### config.mk
export PLATFORM = sky130hd
export DESIGN_NAME = multiport_register_unit
export DESIGN_NICKNAME = d
export VERILOG_FILES = /design/src/rtl/multiport_register_unit.sv
export SDC_FILE = /design/constraint.sdc
export NUM_CORES = 2
export LEC_CHECK = 0
export CORE_AREA = 2 2 433 435
export CTS_CLUSTER_DIAMETER = 30
export DETAILED_ROUTE_END_ITERATION = 8
export DIE_AREA = 0 0 435 437
export SLEW_MARGIN = 5
export SYNTH_ARGS = -nofsm -noshare
export SYNTH_HDL_FRONTEND = slang
export SYNTH_SLANG_ARGS = --single-unit
### constraint.sdc
create_clock -name clk -period 3 [get_ports clk]
set_input_delay 0.6 -clock clk [delete_from_list [all_inputs] [get_ports clk]]
set_output_delay 0.6 -clock clk [all_outputs]
set_load 0.02 [all_outputs]
### src/rtl/multiport_register_unit.sv
// multiport_register_unit: parametrised register file with READ_PORTS
// combinational read ports, one writeback port, a per-register pending
// (scoreboard) bit and a sequential clear engine for soft flush.
// Optional feature macro: REGISTER_BYPASS_EN (write-to-read forwarding).
//
// Handshake: a write (wr_en) or issue (issue_en) is accepted on a rising
// edge only when enable is high and busy is low. busy acts as "not ready":
// requests presented while busy are dropped, not held, so the producer
// must re-present them once busy falls. clear_req is sampled only in IDLE.
module multiport_register_unit #(
    parameter int SIZE       = 32,
    parameter int WIDTH      = 32,
    parameter int READ_PORTS = 2,
    parameter int ZERO_REG   = 1,
    localparam int AW        = (SIZE > 1) ? $clog2(SIZE) : 1
) (
    input  logic                         clk,
    input  logic                         reset,
    input  logic                         enable,
    input  logic                         wr_en,
    input  logic [AW-1:0]                wr_addr,
    input  logic [WIDTH-1:0]             wr_data,
    input  logic                         issue_en,
    input  logic [AW-1:0]                issue_addr,
    input  logic [READ_PORTS*AW-1:0]     rs_addr,
    output logic [READ_PORTS*WIDTH-1:0]  rs_data,
    output logic [READ_PORTS-1:0]        rs_pending,
    input  logic                         clear_req,
    output logic                         busy,
    output logic                         dbg_state
);

    typedef enum logic {
        ST_IDLE  = 1'b0,
        ST_CLEAR = 1'b1
    } state_t;

    // cnt is one bit wider than an index so SIZE itself is representable.
    localparam logic [AW:0] SIZE_W = (AW + 1)'(SIZE);
    localparam logic [AW:0] LAST   = (AW + 1)'(SIZE - 1);

    logic [WIDTH-1:0] regs [0:SIZE-1];
    logic [SIZE-1:0]  pending;
    state_t           state_q, state_d;
    logic [AW:0]      cnt_q, cnt_d;
    logic             clear_start;
    logic             wr_ok;
    logic             iss_ok;

    // An index is architecturally real if it is in range and not the
    // hard-wired zero register.
    function automatic logic addr_ok(input logic [AW-1:0] a);
        return ({1'b0, a} < SIZE_W) && !((ZERO_REG != 0) && (a == '0));
    endfunction

    assign busy      = (state_q == ST_CLEAR);
    assign dbg_state = state_q;
    assign wr_ok     = enable && wr_en && !busy && addr_ok(wr_addr);
    assign iss_ok    = enable && issue_en && !busy && addr_ok(issue_addr);

    // Clear FSM state and sweep counter.
    always_ff @(posedge clk or negedge reset) begin
        if (!reset) begin
            state_q <= ST_IDLE;
            cnt_q   <= '0;
        end else begin
            state_q <= state_d;
            cnt_q   <= cnt_d;
        end
    end

    // Clear FSM next state: IDLE waits for clear_req, CLEAR sweeps 0..SIZE-1.
    always_comb begin
        state_d     = state_q;
        cnt_d       = cnt_q;
        clear_start = 1'b0;
        case (state_q)
            ST_IDLE: begin
                if (clear_req) begin
                    state_d     = ST_CLEAR;
                    cnt_d       = '0;
                    clear_start = 1'b1;
                end
            end
            ST_CLEAR: begin
                cnt_d = cnt_q + (AW + 1)'(1);
                if (cnt_q == LAST) begin
                    state_d = ST_IDLE;
                end
            end
            default: begin
                state_d = ST_IDLE;
            end
        endcase
    end

    // Register storage: the clear sweep owns the array while busy,
    // otherwise a qualified writeback commits.
    always_ff @(posedge clk or negedge reset) begin
        if (!reset) begin
            for (int i = 0; i < SIZE; i++) begin
                regs[i] <= '0;
            end
        end else if (state_q == ST_CLEAR) begin
            regs[cnt_q[AW-1:0]] <= '0;
        end else if (wr_ok) begin
            regs[wr_addr] <= wr_data;
        end
    end

    // Pending bits: writeback clears, issue sets (issue last so a new
    // producer supersedes a same-edge writeback), clear start wipes all.
    always_ff @(posedge clk or negedge reset) begin
        if (!reset) begin
            pending <= '0;
        end else if (clear_start) begin
            pending <= '0;
        end else begin
            if (wr_ok) begin
                pending[wr_addr] <= 1'b0;
            end
            if (iss_ok) begin
                pending[issue_addr] <= 1'b1;
            end
        end
    end

    // Combinational read ports, with optional same-cycle write forwarding.
    always_comb begin
        logic [AW-1:0]    ra;
        logic [WIDTH-1:0] rd;
        logic             rp;
        rs_data    = '0;
        rs_pending = '0;
        ra         = '0;
        rd         = '0;
        rp         = 1'b0;
        for (int i = 0; i < READ_PORTS; i++) begin
            ra = rs_addr[i*AW +: AW];
            rd = '0;
            rp = 1'b0;
            if (addr_ok(ra)) begin
                rd = regs[ra];
                rp = pending[ra];
            end
`ifdef REGISTER_BYPASS_EN
            if (wr_ok && (ra == wr_addr)) begin
                rd = wr_data;
                rp = iss_ok && (issue_addr == ra);
            end
`endif
            rs_data[i*WIDTH +: WIDTH] = rd;
            rs_pending[i]             = rp;
        end
    end

endmodule

==> flow_summary.toml <==
[outcome]
status = "finished, violations left"
violations = "negative setup slack"

[clock_tree]
clock_path_buffers = 3
clockRootBuffer = "clkbuf_16"
cts_tree = "yes"
clk_pin_slew_ps = 60
numCtsBuffers = 199
htree_num_levels = 4
clkSinkCount = 1063
clk_latency_ps = 840

[power]
ir_drop_v = 0.000504
p_leak_uw = 0.0332
power.density_mw_per_mm2 = 652

[job]
cap_violations = 0

[detailed_routing]
first_pass_iters = 8
routed_via_density = 6.45
drtIter0Drc = 6429
drc = 0
vias = 46557
avgRoutedWirePerCell_um = 34.0
wl_mm = 246
antenna_left = 0

[placed_design]
place_inst = 6748
io_buffers = 125
place.gp.congestion = 0.936
place_area_mm2 = 0.0646
place_hpwl_mm = 155

[sta]
worstMarginPinSlew_ps = 1010
rsz0062_at_grt = "yes"
fin_crit_sh = 1.11
hold_violations = 0
setup_viol = 66
max_freq_mhz = 299
timing.final.ws_setup_ps = -340
relSlewSlack = 0.326
finClkSkew_ps = 56.1
final.min_clock_period_ps = 3340
tns_ps = -10880
slew_violations = 0

[setup_path]
start_kind = "input port"
crit_fanout = 7
crit_required_ps = 2400
arrival_ps = 2740
crit_type = "input port to output port"
cp-end-kind = "output port"

[logic_synthesis]
synth_cell_types = 51
async_flop_share = 1.00
yosysWarningCount = 0
syn-cell-area_mm2 = 0.0554
syn-mean-instance-area_um2 = 13.8
synth-edff-count = 0
ys_seq_elements = 1063
synth_flop_cell = "dfrtp_1"
syn_nets = 4064
syn_inst = 4002
synth.yosys.seq_area_share = 0.480

[global_route]
grt_pass1_vias = 47376
grt_pass1_wl_mm = 352
antenna_found_initial = 2
grt_usage = 0.253
grt-ovfl-total = 0
grt_max_degree = 130

[cells_and_area]
regArea_mm2 = 0.0266
fill_cells = 16682
fin_area_mm2 = 0.0759
multi_input_comb_area_mm2 = 0.0290
area_growth_pct = 37.1
final_cell_count_no_fill = 7219
drive_gt1_frac = 0.440
final_nets = 4626

[die]
die_w_um = 435
dieArea_mm2 = 0.190
start_util = 0.299
ios = 126
die_y_um = 437
rows = 158
coreArea_mm2 = 0.185

[hold_path]
hold_class = "input port to asynchronous set/reset pin"
cells in the mapped netlist, types with 51 or more instances:
master / instances / area [um2]
dfrtp_1: 1063 / 26600
a22o_1: 992 / 8690
mux4_2: 462 / 10400
clkbuf_1: 268 / 1010
buf_2: 221 / 1110
mux2i_1: 131 / 1310
o21ai_0: 109 / 546
nor2b_1: 77 / 482
a211oi_1: 66 / 495
a22oi_1: 66 / 495
a311oi_1: 66 / 578
mux2_2: 66 / 743
a221oi_1: 51 / 447
layout make-up:
class                      instances  area share
multi-input combinational       2387       0.382
clock inverter                   136      0.0245
clock buffer                     237      0.0709
antenna                            3   0.0000989
inverter                          28     0.00142
timing repair buffer             885       0.130
tap                             2480      0.0409
sequential                      1063       0.350
routing by layer:
layer  global-route usage  part of all wire
met5                    0                 0
met4                0.186             0.081
met3               0.0687              0.11
met2                0.384              0.45
met1                0.308              0.36
power breakdown:
group          total [uW]  switching [uW]  internal, uW  leakage [uW]
clock               24100            8650         15400       0.00346
sequential          16500            1020         15400        0.0148
combinational        8960            5090          3870        0.0149
total               49500           14800         34700        0.0332
kinds of logic (layout without fill, tap and decap cells):
kind of cell    Yosys count  count (layout)  synth area share
other cells               0               3                 0
xor+xnor                  1               1          0.000158
simple gates            280             280            0.0337
fa+ha+maj                 4               4          0.000904
mux                     659             659             0.225
compound gates         1443            1443             0.215
buf+inv                 552            1286            0.0445
flops                  1063            1063             0.480
cell usage in the layout (no fill, tap or decap), types with 27 or more instances in the layout:
cell type and instances:
buf_12 165, clkbuf_16 200, clkinvlp_4 29, and2_1 37
buf_6 87, a22oi_2 30, mux2_4 45, dfrtp_1 1063
nor2b_1 49, clkdlybuf4s50_1 47, o21ai_4 32, mux4_2 462
o21ai_2 40, buf_4 539, a311oi_2 27, mux2i_1 127
nand2_1 47, a211oi_2 48, a22oi_1 36, nor2_1 38
o21ai_1 35, bufinv_16 28, a22o_1 992
registers in the layout, indices dropped and copies added (netlist names):
register,flops
busy,1
regs,1024
pending,32
cnt_q,6
metrics by stage:
step	hold slack [ps]	utilization	power [uW]	worst slack [ps]
after detailed placement	471	0.349	24600	-1050
after global placement	463	0.349	24500	-1060
after CTS	271	0.406	49200	-283
final	303	0.410	49500	-340
after floorplan	304	-	20300	70.2
after global routing	293	0.410	50600	-345
critical path: stages:
cell	delay, ps
buf_16	130
buf_12	170
buf_16	160
buf_12	140
mux4_2	510
a22oi_2	460
a311oi_2	260
buf_4	270
worst paths after layout:
| check | end | from | cells past startpoint | slack, ps |
|---|---|---|---|---|
| min in group clk | cnt_q[5]$_DFFE_PN0P_ | cnt_q[5]$_DFFE_PN0P_ | 1 | 480 |
| min reg2reg | cnt_q[5]$_DFFE_PN0P_ | cnt_q[5]$_DFFE_PN0P_ | 1 | 480 |
| max reg2reg | regs[405]$_DFFE_PN0P_ | cnt_q[4]$_DFFE_PN0P_ | 6 | 650 |
| max | rs_data[2] | rs_addr[1] | 8 | -340 |
| max in group asynchronous | regs[552]$_DFFE_PN0P_ | reset | 3 | 1590 |
| min | regs[735]$_DFFE_PN0P_ | reset | 2 | 300 |
what timing repair did:
item / in CTS / in global routing
endpoints found under the setup margin: 66 / 66
cloned: 15 / 1
hold buffers: 1 / 0
pin swaps: 113 / 67
gates resized for setup: 566 / 130
endpoints found under the hold margin: 31 / 0
setup buffers: 76 / 45
Note: power is estimated with default switching activity, not from simulation.
